===== config.mk =====
export PLATFORM = sky130hd
export DESIGN_NAME = serial_subtractor
export DESIGN_NICKNAME = d
export VERILOG_FILES = /design/src/rtl/serial_subtractor_pkg.sv /design/src/rtl/serial_subtractor_fs.sv /design/src/rtl/serial_subtractor.sv
export SDC_FILE = /design/constraint.sdc
export NUM_CORES = 1
export LEC_CHECK = 0
export BUFFER_PORTS_ARGS = -buffer_cell sky130_fd_sc_hd__buf_2
export CELL_PAD_IN_SITES_DETAIL_PLACEMENT = 2
export CELL_PAD_IN_SITES_GLOBAL_PLACEMENT = 2
export CORE_MARGIN = 3
export CORE_UTILIZATION = 31
export DETAILED_ROUTE_END_ITERATION = 10
export MAX_ROUTING_LAYER = met4
export PLACE_DENSITY = 0.74
export SLEW_MARGIN = 15
export SYNTH_ARGS = -nofsm -noshare
export SYNTH_HDL_FRONTEND = slang
export SYNTH_SLANG_ARGS = --single-unit

===== constraint.sdc =====
create_clock -name clk -period 1.4 [get_ports clk]
set_input_delay 0.28 -clock clk [delete_from_list [all_inputs] [get_ports clk]]
set_output_delay 0.28 -clock clk [all_outputs]
set_load 0.005 [all_outputs]

===== src/rtl/serial_subtractor_pkg.sv =====
// Shared types for the bit-serial subtractor.
// State encodings and default operand width.
package serial_subtractor_pkg;

  localparam int N_DEF = 4;

  typedef enum logic [1:0] {
    IDLE  = 2'd0,
    SHIFT = 2'd1,
    DONE  = 2'd2
  } state_t;

endpackage


===== src/rtl/serial_subtractor_fs.sv =====
// One-bit full subtractor used by the serial datapath.
// Purely combinational.
module full_subtractor (
  input  logic a,
  input  logic b,
  input  logic bin,
  output logic d,
  output logic bout
);

  assign d    = a ^ b ^ bin;
  assign bout = (~a & b) | (~(a ^ b) & bin);

endmodule


===== src/rtl/serial_subtractor.sv =====
// Bit-serial subtractor: one bit per cycle, LSB first.
// Result and borrow are published only in the DONE cycle.
module serial_subtractor
  import serial_subtractor_pkg::*;
#(
  parameter int N = N_DEF
) (
  input  logic         clk,
  input  logic         rst_n,
  input  logic         start,
  input  logic [N-1:0] Aarr,
  input  logic [N-1:0] Barr,
  input  logic         Bi,
  output logic [N-1:0] Diff,
  output logic         Bo,
  output logic         busy,
  output logic         done
);

  localparam int CW = $clog2(N + 1);

  state_t        state;
  state_t        nstate;
  logic [CW-1:0] cnt;
  logic [N-1:0]  a_r;
  logic [N-1:0]  b_r;
  logic [N-1:0]  res;
  logic          br;
  logic          d_bit;
  logic          b_out;
  logic          last;

  assign last = (cnt == CW'(N - 1));

  full_subtractor u_fs (
    .a    (a_r[0]),
    .b    (b_r[0]),
    .bin  (br),
    .d    (d_bit),
    .bout (b_out)
  );

  // state register
  always_ff @(posedge clk or negedge rst_n) begin
    if (!rst_n) state <= IDLE;
    else        state <= nstate;
  end

  // next-state logic
  always_comb begin
    nstate = state;
    unique case (state)
      IDLE:    if (start) nstate = SHIFT;
      SHIFT:   if (last) nstate = DONE;
      DONE:    nstate = IDLE;
      default: nstate = IDLE;
    endcase
  end

  // operand shift registers, borrow chain and partial result
  always_ff @(posedge clk or negedge rst_n) begin
    if (!rst_n) begin
      cnt <= '0;
      a_r <= '0;
      b_r <= '0;
      res <= '0;
      br  <= 1'b0;
    end else if (state == IDLE) begin
      if (start) begin
        cnt <= '0;
        a_r <= Aarr;
        b_r <= Barr;
        br  <= Bi;
        res <= '0;
      end
    end else if (state == SHIFT) begin
      cnt <= cnt + 1'b1;
      a_r <= a_r >> 1;
      b_r <= b_r >> 1;
      br  <= b_out;
      res <= (res >> 1) | (N'(d_bit) << (N - 1));
    end
  end

  // publish the full result on entry to DONE only
  always_ff @(posedge clk or negedge rst_n) begin
    if (!rst_n) begin
      Diff <= '0;
      Bo   <= 1'b0;
    end else if (state == SHIFT && last) begin
      Diff <= (res >> 1) | (N'(d_bit) << (N - 1));
      Bo   <= b_out;
    end
  end

  assign busy = (state != IDLE);
  assign done = (state == DONE);

endmodule


# Word level (Yosys, flattened, before mapping)
# Index checks and enable logic that the tools add are counted.
classes:
  add_sub_neg: 1
  eq_ne: 5
  mux: 18
  n_bitwise: 8
  n_reduce_logical: 6
op_table:
  columns: ["operator", "n"]
  rows:
  - ["4-bit 2-to-1 mux", 9]
  - ["3-bit 2-to-1 mux", 3]
  - ["2-bit 2-to-1 mux", 2]
  - ["2-bit inequality test, second input constant", 2]
  - ["3-bit by 4-bit bitwise OR with 4-bit output", 1]
  - ["2-bit case mux with 2 select lines", 1]
  - ["2-bit AND reduction", 2]
  - ["2-bit nonzero test", 2]
  - ["3-bit by 1-bit adder with 3-bit output, second input constant", 1]
  - ["3-bit by 2-bit == test with 1-bit output, second input constant", 1]
  - ["1-bit 2-to-1 mux", 3]
  - ["1-bit bitwise AND", 2]
  - ["2-bit by 1-bit == test with 1-bit output, second input constant", 1]
  - ["2-bit == test, second input constant", 1]
  - ["2-bit zero test", 1]
  - ["1-bit NOT", 2]
  - ["1-bit XOR", 2]
  - ["1-bit logical AND", 1]
  - ["1-bit bitwise OR", 1]
word_totals:
  ff_bits: 23
  in_bits: 12
  output_inout_bits: 7
  word_cells: 46

# Longest topological paths before layout
depth:
  word_depth: 6
  ltp_mapped: 5
  mapped_depth_nobuf: 5

# Cells and area by module
# From an unflattened synthesis, not the netlist that was laid out.
hier_totals:
  cells_unflattened: 88
  area_unflattened_um2: 1009.7
modules_own_cells:
  columns: ["module", "n_inst", "cells_per_inst", "area_per_inst_um2", "seq_area_each_um2"]
  rows:
  - ["serial_subtractor", 1, 84, 978.4, 550.5]
  - ["full_subtractor", 1, 4, 31.3, 0.0]

# Worst setup path after synthesis
# Ideal clock, no wire load.
synth_timing:
  kind: "register to register"
  start: "register cnt[0]"
  end: "register Diff[0]"
  setup_time_ns: 0.125
  arrival_time_ns: 1.198
  setup_slack_ns: 0.077
  stages_incl_launch_ff: 5
  path_buffers: 0
  path_cell_list: "dfrtp_1 > ha_1 > ha_1 > nand3b_4 > mux2_4"
synth_via:
  elab_chain_len: 2
synth_lines:
  columns: ["element", "line_no", "text"]
  rows:
  - ["start, declared", "serial_subtractor.sv:24", "logic [CW-1:0] cnt;"]
  - ["start signal, assigned", "serial_subtractor.sv:77", "cnt <= cnt + 1'b1;"]
  - ["3-bit by 2-bit == test with 1-bit output", "serial_subtractor.sv:33", "assign last = (cnt == CW'(N - 1));"]
  - ["1-bit logical AND", "serial_subtractor.sv:90", "end else if (state == SHIFT && last) begin"]
  - ["end signal, assigned", "serial_subtractor.sv:91", "Diff <= (res >> 1) | (N'(d_bit) << (N - 1));"]
  - ["end, declared", "serial_subtractor.sv:14", "output logic [N-1:0] Diff,"]
# Every way passes these cells.
# A chain may end at the register's enable or synchronous reset.

# Final worst setup path
layout_timing:
  start: "register cnt[0]"
  end: "register Diff[3]"
# The elaborated chain is that of the path after synthesis.

==> summary.txt <==
Die Ht: 63.74 um
CTS tree: built
Nets: 128
Detailed Route WL: 2607 um
DP HPWL: 1817 um
Count of state elements after synthesis: 22
Initial antenna violation count: 0
Hold path depth: 3
Cell Count, Final, Fillers Out: 156
Fin. max-slew vios: 0
Max cap viols: 0
Startpoint types: flop
DP Area: 1147 um2
Full die area: 4063 um2
Slew Limit Headroom: 0.6627
PortBufs: 18
Initial Util: 0.3304
CTS Buf Count: 3
Vias in the first global route: 897
Clock Pin Slew Worst Setup and Hold Paths: 130 ps
FILL cells: 342
NetSw: 0.001042 W
Reg area: 553.0 um2
DRT iter0 DRCs: 35
Worst path depth: 4
Synth Area per Inst: 11.74 um2
Largest net degree at the start of global routing: 23
Clock power share: 0.173
Cells after Synth: 88
Share of cells above drive strength 1: 0.3750
Vias: 789
Worst EP required: 1620 ps
Cell Area, Synth: 1033 um2
DRC: 0
Seq pwr share: 0.404
Remaining antenna violation count after routing: 0
Pwr Density: 2283 nW/um2
Avg WL per Cell: 16.71 um
CTS Sinks: 22
RSZ-0062 raised after global routing: false
Clock Skew: 5.942 ps
Worst-margin pin slew: 506.0 ps
Max Clk Rate: 0.7399 GHz
# H-tree levels: 1
Placed instance count: 147
GRT Util Overall: 0.1451
GP Congestion: 0.7038
Routed vias/inst: 5.058
CP max-delay cell: dfrtp_1
CP Cell Sequence: ha_1 -> ha_2 -> nand3b_4 -> mux2_4
Max incr delay on CP: 410 ps
Final Cycle Share: 0.9654
Clock Latency Late Sink: 320 ps
Final setup violation count: 0
Syn_nets: 103
Area growth syn-to-layout: 20.94%
Count of unique library cells instantiated by Yosys: 24
Synth area leader: dfrtp_1
HP Class: in2reg
Cell class contributing the biggest share of worst-path delay: flip-flops
Ports: 19
Internal power: 0.001812 W
Crit. End Element: flop
Post-synthesis sequential area ratio: 0.5327
Fin area: 1250 um2
Worst Path Class, Setup: reg2reg
Crit Path Max Fanout: 7
Comb power frac: 0.423
Pleak: 0.6070 nW
Clock Tree Buf Depth: 2
Most common cell after layout, fill and taps aside: dfrtp_1
Most frequent cells in the layout: dfrtp_1 (20), buf_2 (18), o22ai_1 (12), a21oi_1 (7), o21ai_0 (7)
Synth area leaders: dfrtp_1 (53%), o22ai_1 (7.3%), mux2_4 (5.8%)
Antenna Cells: 0
Fin crit period: 1352 ps
CP bufs+invs: 0
DR pass1 iterations: 4
First-pass GRT wire length: 4353 um
Peak supply drop: 0.5863 mV
# rows: 20
CP Data Arrival Time: 1570 ps
Switch share: 0.3652
Reg2Reg Depth: 4
Multi-input combinational cell area: 424.2 um2
Hold Vio Cnt, Final: 0
Core box area: 3128 um2
Die W: 63.74 um
Status: finished clean
Gr ovfl total: 0
Ys Warns: 0
Post-synth top area share: 0.5327
Root Driver: clkbuf_4
[routing by layer]
layer,vias to the layer above,share of wire,track usage
met4,0,0.020,0.06469
li1,362,-,-
met3,5,0.026,0.02460
met5,-,0,-
met1,410,0.43,0.1616
met2,12,0.53,0.2542
[final timing paths]
check	startpoint	endpoint	slack, ps
worst min-delay path	Aarr[3]	a_r[3]	210
worst min register to register	res[1]	res[1]	510
max in group asynchronous	rst_n	state[0]	580
worst max-delay path	cnt[0]	Diff[3]	50
worst max register to register	cnt[0]	Diff[3]	50
min in group asynchronous	rst_n	b_r[1]	440
[final cells by class]
type,count,area share
Timing Repair Buffer,24,0.1101
Clock buffer,3,0.01802
Multi-Input combinational cell,56,0.3393
Sequential cell,22,0.4424
Tap cell,44,0.04404
Inverter,6,0.02202
Clock inverter,1,0.02402
[cell usage after synthesis, drive strengths merged]
library cell,number
o21ai,7
buf,3
fa,1
and2b,1
ha,2
nand3b,1
a22o,4
clkbuf,1
a221oi,1
o22ai,12
inv,6
nor2b,1
a21oi,7
nor2,4
o21bai,1
or2,1
nand2b,2
nand2,6
dfrtp,22
o32ai,1
mux2,4
[state kept, by name (all words and copies together) (netlist names)]
signal / cells
cnt: 3
b_r: 4
a_r: 4
br: 1
Bo: 1
state: 2
Diff: 4
res: 3
[power by group through the flow]
| stage | Combinational, W | Clock [W] | Sequential [W] |
|---|---|---|---|
| 2_1_floorplan | 0.000856 | 0 | 0.00108 |
| 3_3_place_gp | 0.00101 | 0 | 0.00118 |
| 3_5_place_dp | 0.00106 | 0 | 0.00121 |
| 4_1_cts | 0.00121 | 0.000509 | 0.00114 |
| 5_1_grt | 0.00136 | 0.000535 | 0.00119 |
| 6_report | 0.00121 | 0.000495 | 0.00115 |
[worst reg2reg max path: cells and delay by family (launching register included)]
kind | cells | cell delay, ps
DFF | 1 | 410
adders and majority gates | 2 | 390
muxes | 1 | 320
and+or+nand+nor | 1 | 130
[what timing repair did]
action | CTS | global route
pin swaps | 1 | 0
gates resized for setup | 4 | 2
setup endpoints to repair | 6 | 2
cloned | 0 | 0
hold endpoints to repair | 22 | 0
hold buffers | 1 | 0
buffers inserted | 4 | 0
[per-stage QoR]
step	total power, W	utilization	TNS (ps)	setup WS, ps	hold WS, ps
floorplan	0.001938	-	0	77.46	-15.59
global placement	0.002189	0.3668	0	45.88	277.0
detailed placement	0.002270	0.3668	-14.15	-10.18	275.1
CTS	0.002862	0.3980	0	8.609	210.8
global route	0.003083	0.3996	0	0.8701	236.8
finish	0.002854	0.3996	0	48.45	212.6
[kinds of logic after synthesis]
logic type / share of synthesized area
AO/OA/AOI/OAI: 0.2022
adder cells (fa/ha/maj): 0.04358
buffers and inverters: 0.05931
flip-flops: 0.5327
multiplexers: 0.05811
AND/OR/NAND/NOR: 0.1041
Note: power is estimated with default switching activity, not from simulation.
